## config.mk

```make
export PLATFORM = sky130hd
export DESIGN_NAME = seq_divider
export DESIGN_NICKNAME = d
export VERILOG_FILES = /design/src/rtl/seq_div_pkg.sv /design/src/rtl/seq_divider_sub.sv /design/src/rtl/seq_divider.sv
export SDC_FILE = /design/constraint.sdc
export NUM_CORES = 1
export LEC_CHECK = 0
export CORE_AREA = 2 2 64 66
export DETAILED_ROUTE_END_ITERATION = 6
export DIE_AREA = 0 0 66 68
export PLACE_DENSITY_LB_ADDON = 0.2
export SLEW_MARGIN = 10
export SYNTH_ARGS = -nofsm -noshare
export SYNTH_HDL_FRONTEND = slang
export SYNTH_SLANG_ARGS = --single-unit
```

## constraint.sdc

```tcl
create_clock -name clk -period 5.85 [get_ports clk]
set_input_delay 0.585 -clock clk [delete_from_list [all_inputs] [get_ports clk]]
set_output_delay 0.585 -clock clk [all_outputs]
set_load 0.01 [all_outputs]
```

## src/rtl/seq_div_pkg.sv

```systemverilog
// seq_div_pkg
// Shared types and helpers for the sequential divider.
//   div_state_e : divider FSM state (IDLE, CALC, DONE)
//   cnt_width() : width needed for a counter that holds the value WIDTH
package seq_div_pkg;

   typedef enum logic [1:0] {
      IDLE = 2'd0,
      CALC = 2'd1,
      DONE = 2'd2
   } div_state_e;

   // The bit counter is loaded with WIDTH itself, so it needs room for
   // WIDTH, not just WIDTH-1.
   function automatic int cnt_width(input int width);
      return $clog2(width + 1);
   endfunction

endpackage

```

## src/rtl/seq_divider_sub.sv

```systemverilog
// sub
// Ripple-borrow subtractor: s_o = a_i - b_i - cin_i.
//   a_i, b_i : WIDTH-bit minuend and subtrahend
//   cin_i    : borrow in
//   s_o      : WIDTH-bit difference
//   cout_o   : borrow out (1 means a_i < b_i + cin_i)
module sub #(
   parameter int WIDTH = 9
) (
   input  logic [WIDTH-1:0] a_i,
   input  logic [WIDTH-1:0] b_i,
   input  logic             cin_i,
   output logic [WIDTH-1:0] s_o,
   output logic             cout_o
);

   // Walk the borrow from bit 0 upward, one full-subtractor cell per bit.
   always_comb begin
      logic borrow;
      borrow = cin_i;
      s_o    = '0;
      for (int i = 0; i < WIDTH; i++) begin
         s_o[i] = a_i[i] ^ b_i[i] ^ borrow;
         borrow = (~a_i[i] & b_i[i]) | (~(a_i[i] ^ b_i[i]) & borrow);
      end
      cout_o = borrow;
   end

endmodule

```

## src/rtl/seq_divider.sv

```systemverilog
// seq_divider
// Multi-cycle unsigned restoring divider producing one quotient bit per
// cycle through a single shared WIDTH+1 bit subtractor.
//   clk, rst_n            : clock, asynchronous active-low reset
//   in_valid / in_ready   : operation handshake (dividend, divisor)
//   out_valid / out_ready : result handshake (quotient, remainder,
//                           div_by_zero)
// Optional build macro SEQ_DIV_SIGNED_EN adds the is_signed input, which
// selects truncating signed division for that operation.
module seq_divider
   import seq_div_pkg::*;
#(
   parameter int WIDTH = 8
) (
   input  logic             clk,
   input  logic             rst_n,
   input  logic             in_valid,
   output logic             in_ready,
   input  logic [WIDTH-1:0] dividend,
   input  logic [WIDTH-1:0] divisor,
`ifdef SEQ_DIV_SIGNED_EN
   input  logic             is_signed,
`endif
   output logic             out_valid,
   input  logic             out_ready,
   output logic [WIDTH-1:0] quotient,
   output logic [WIDTH-1:0] remainder,
   output logic             div_by_zero
);

   localparam int CntW = cnt_width(WIDTH);

   div_state_e       state_q, state_d;
   logic [WIDTH-1:0] quo_q, quo_d;
   logic [WIDTH-1:0] rem_q, rem_d;
   logic [WIDTH-1:0] div_q, div_d;
   logic [CntW-1:0]  cnt_q, cnt_d;
   logic             dbz_q, dbz_d;
   logic             negQuo_q, negQuo_d;
   logic             negRem_q, negRem_d;

   logic [WIDTH-1:0] dividendMag;
   logic [WIDTH-1:0] divisorMag;
   logic             dividendNeg;
   logic             divisorNeg;
   logic [WIDTH:0]   trialP;
   logic [WIDTH:0]   subDiff;
   logic             subBorrow;
   logic             unusedDiffMsb;

   // Operand conditioning at accept: in signed mode the core only ever sees
   // magnitudes, and the signs are remembered for the final fix-up.
`ifdef SEQ_DIV_SIGNED_EN
   assign dividendNeg = is_signed & dividend[WIDTH-1];
   assign divisorNeg  = is_signed & divisor[WIDTH-1];
   assign dividendMag = dividendNeg ? (~dividend + 1'b1) : dividend;
   assign divisorMag  = divisorNeg  ? (~divisor  + 1'b1) : divisor;
`else
   assign dividendNeg = 1'b0;
   assign divisorNeg  = 1'b0;
   assign dividendMag = dividend;
   assign divisorMag  = divisor;
`endif

   // Partial remainder with the next dividend bit shifted in. One extra bit
   // keeps 2*R+1 from overflowing before the trial subtraction.
   assign trialP = {rem_q, quo_q[WIDTH-1]};

   sub #(
      .WIDTH (WIDTH + 1)
   ) u_sub (
      .a_i    (trialP),
      .b_i    ({1'b0, div_q}),
      .cin_i  (1'b0),
      .s_o    (subDiff),
      .cout_o (subBorrow)
   );

   // A successful trial always leaves a difference below the divisor, so
   // the top difference bit carries no information.
   assign unusedDiffMsb = subDiff[WIDTH];

   // State and datapath registers; reset drops back to IDLE at once and
   // throws away any result in flight.
   always_ff @(posedge clk or negedge rst_n) begin
      if (!rst_n) begin
         state_q  <= IDLE;
         quo_q    <= '0;
         rem_q    <= '0;
         div_q    <= '0;
         cnt_q    <= '0;
         dbz_q    <= 1'b0;
         negQuo_q <= 1'b0;
         negRem_q <= 1'b0;
      end else begin
         state_q  <= state_d;
         quo_q    <= quo_d;
         rem_q    <= rem_d;
         div_q    <= div_d;
         cnt_q    <= cnt_d;
         dbz_q    <= dbz_d;
         negQuo_q <= negQuo_d;
         negRem_q <= negRem_d;
      end
   end

   // Next-state and handshake logic. IDLE loads the operands (or resolves a
   // zero divisor immediately), CALC retires one quotient bit per cycle, and
   // DONE holds the result until the consumer takes it.
   always_comb begin
      state_d   = state_q;
      quo_d     = quo_q;
      rem_d     = rem_q;
      div_d     = div_q;
      cnt_d     = cnt_q;
      dbz_d     = dbz_q;
      negQuo_d  = negQuo_q;
      negRem_d  = negRem_q;
      in_ready  = 1'b0;
      out_valid = 1'b0;

      unique case (state_q)
         IDLE: begin
            in_ready = 1'b1;
            if (in_valid) begin
               div_d = divisorMag;
               cnt_d = CntW'(WIDTH);
               if (divisor == '0) begin
                  quo_d    = '1;
                  rem_d    = dividend;
                  dbz_d    = 1'b1;
                  negQuo_d = 1'b0;
                  negRem_d = 1'b0;
                  state_d  = DONE;
               end else begin
                  quo_d    = dividendMag;
                  rem_d    = '0;
                  dbz_d    = 1'b0;
                  negQuo_d = dividendNeg ^ divisorNeg;
                  negRem_d = dividendNeg;
                  state_d  = CALC;
               end
            end
         end
         CALC: begin
            cnt_d = cnt_q - 1'b1;
            if (subBorrow) begin
               rem_d = trialP[WIDTH-1:0];
               quo_d = {quo_q[WIDTH-2:0], 1'b0};
            end else begin
               rem_d = subDiff[WIDTH-1:0];
               quo_d = {quo_q[WIDTH-2:0], 1'b1};
            end
            if (cnt_q == CntW'(1)) begin
               state_d = DONE;
            end
         end
         DONE: begin
            out_valid = 1'b1;
            if (out_ready) begin
               state_d = IDLE;
            end
         end
         default: begin
            state_d = IDLE;
         end
      endcase
   end

   // Results are only presented in DONE; the sign fix-up is applied on the
   // way out so the core registers stay pure magnitudes.
   always_comb begin
      quotient    = '0;
      remainder   = '0;
      div_by_zero = 1'b0;
      if (state_q == DONE) begin
         quotient    = negQuo_q ? (~quo_q + 1'b1) : quo_q;
         remainder   = negRem_q ? (~rem_q + 1'b1) : rem_q;
         div_by_zero = dbz_q;
      end
   end

endmodule

```

==> impl_metrics.tcl <==
set metrics [dict create \
    design.core.area_um2 3860 \
    reg2reg_depth 12 \
    cts_made_buffers 5 \
    cts.sinks 31 \
    final_util_pct 61.6 \
    synth_cell_types 32 \
    cp_max_fo 9 \
    min_period_ns 4.41 \
    firstDrtPassIters 4 \
    ys_seq_area_share_pct 41.8 \
    rows 23 \
    powerDensity_nw_per_um2 548 \
    io_pins 39 \
    vias 1523 \
    r2r_start "quo_q[7]$_DFFE_PN0P_" \
    regArea_um2 776 \
    status "finished, final reports clean" \
    ys_async_sr_fraction_pct 100 \
    ys_top_cells_by_count "31 x dfrtp_1, 14 x a211oi_1, 13 x nand2_1" \
    yosysMostFrequentCell "dfrtp_1" \
    drive_above_1_share_pct 13.6 \
    postCtsHoldBufs 0 \
    ctsResizeCount 0 \
    synthCells 178 \
    endpoint "rem_q[0]$_DFFE_PN0P_" \
    drv_slew 0 \
    antennaDiodeCount 0 \
    gp_congestion 0.884 \
    wl_um 4490 \
    dpl.hpwl_um 3360 \
    synth.area.top_cells "dfrtp_1 42%, fa_1 7.6%, a211oi_1 5.7%" \
    clk_latency_ns 0.28 \
    cts_tree "yes" \
    crit_type "register to register" \
    fp.dieW_um 66 \
    synth_flop_cell "dfrtp_1" \
    multiInputGateArea_um2 970 \
    cap_viol_max_count 0 \
    crit_path_end_kind "register" \
    start_util_pct 48.1 \
    grt.total_usage_pct 22.8 \
    final_net_count 242 \
    yosys.area.top_type "dfrtp_1" \
    power_leakage_nw 0.964 \
    path_clk_slew_ns 0.07 \
    clk_path_buf_depth 2 \
    cts_htree_levels 2 \
    worst_pin_slew_ns 0.869 \
    grt_pass1_vias 1569 \
    cp-startpoint "quo_q[7]$_DFFE_PN0P_" \
    period_share_pct 75.4 \
    antenna_found_initial 0 \
    dieArea_um2 4490 \
    grt_pass1_wl_um 7460 \
    vias_per_cell 5.79 \
    syn_nets 208 \
    hold_viol 0 \
    tns_ns 0 \
    ir_drop_mv 0.224 \
    worst_ep_arrival_time_ns 4.58 \
    io_buffers 38 \
    cts_root_buf "clkbuf_8" \
    required_ns 6.02 \
    grt_setup_unrepaired "no" \
    final_antenna_net_count 0 \
    grt_max_degree 32 \
    fp.dieH_um 68 \
    start_kind "register" \
    syn_area_um2 1850 \
    max-slew-margin-rel_pct 42.1 \
    fin_skew_ns 0.00588 \
    setup_violations 0 \
    overflow 0 \
    synth_top_area_share_pct 41.8 \
    yosysWarnings 0 \
    fillers 338 \
    dr.first_iter.drc_count 70 \
    fmax_ghz 0.227 \
    min_path_type "register to register" \
    avgSynthCellArea_um2 10.4 \
    area_delta_synth_final_pct 28.0 \
    r2r_setup_slack_ns 1.44 \
    drc 0 \
    reg2reg_to "rem_q[0]$_DFFE_PN0P_" \
    wl_per_cell_um 17.1 \
    post_cts_buffers 0 \
    yosys_register_bits 31 \
    synth-edff-count 0 \
]
[cell usage in the layout, fill, tap and decap left out, types with 3 or more instances in the layout]
| cell type | count |
|---|---|
| nor3_1 | 8 |
| nand2_1 | 13 |
| nor2b_1 | 3 |
| mux2_2 | 8 |
| nor2_1 | 4 |
| and3_1 | 10 |
| clkdlybuf4s50_1 | 38 |
| inv_1 | 12 |
| nor3b_1 | 10 |
| buf_4 | 3 |
| ha_1 | 3 |
| fa_1 | 7 |
| o31ai_1 | 6 |
| dfrtp_1 | 31 |
| a221o_2 | 8 |
| a21oi_1 | 5 |
| clkbuf_8 | 6 |
| a211oi_1 | 14 |
| o21ai_0 | 4 |
[stage by stage]
stage                     instances  setup slack [ns]  hold slack [ns]  instance area, um^2  total power, mW
after floorplan                 178              1.69            0.289                 1850            0.905
after global placement          255              1.61            0.457                 2260             1.04
after detailed placement        255              1.48            0.466                 2260             1.08
after CTS                       263              1.48            0.483                 2370             1.31
after global routing            263              1.24            0.513                 2370             1.41
final                           263              1.44            0.489                 2370             1.30
[cells by family (layout without fill, tap and decap cells)]
family          after synthesis  after routing  synth area share [%]
simple gates                 56             56                  18.2
compound gates               46             46                  19.1
flops                        31             31                  41.8
buf+inv                      26             61                  5.87
fa+ha+maj                    10             10                  9.58
mux                           9              9                  5.40
[worst max-delay path: stages (launching register included)]
cell and delay (ns):
dfrtp_1 0.38, inv_1 0.07, ha_1 0.21, fa_1 0.38, fa_1 0.39, fa_1 0.39
fa_1 0.40, fa_1 0.41, fa_1 0.40, fa_1 0.51, nand2b_1 0.30, a211oi_1 0.14
a221o_2 0.32
[final cells by class]
class | instances | share of cell area, %
Multi-Input combinational cell | 121 | 40.9
Clock buffer | 6 | 3.48
Sequential cell | 31 | 32.7
Inverter | 12 | 1.90
Timing Repair Buffer | 41 | 17.0
Clock inverter | 2 | 1.48
Tap cell | 50 | 2.64
[routing by layer]
layer  vias up  track usage [%]  share of wire (%)
met5         -                0                  0
met4         0             10.7                2.7
met3         9             5.43                5.2
met2        48             38.4                 51
met1       746             27.8                 41
li1        720                -                  -
[sequential cells by signal, summed over array words and instances, names as in the netlist]
signal,cells
div_q,8
quo_q,8
rem_q,8
cnt_q,4
state_q,2
dbz_q,1
[report_power, final]
part	total [mW]	switching, mW	internal (mW)	leakage, nW
Clock	0.219	0.0816	0.138	0.0612
Combinational	0.629	0.302	0.327	0.526
Sequential	0.452	0.129	0.324	0.377
Total	1.30	0.512	0.788	0.964
[how the worst min path moves through the flow]
stage,cells after the start,to,startpoint
2_1_floorplan,0,cnt_q[0]$_DFFE_PN0P_,rst_n
3_3_place_gp,1,dbz_q$_DFFE_PN0P_,dbz_q$_DFFE_PN0P_
3_5_place_dp,1,dbz_q$_DFFE_PN0P_,dbz_q$_DFFE_PN0P_
4_1_cts,1,dbz_q$_DFFE_PN0P_,dbz_q$_DFFE_PN0P_
5_1_grt,1,dbz_q$_DFFE_PN0P_,dbz_q$_DFFE_PN0P_
6_report,1,dbz_q$_DFFE_PN0P_,dbz_q$_DFFE_PN0P_
No activity file was read; power rests on OpenSTA's default activity.
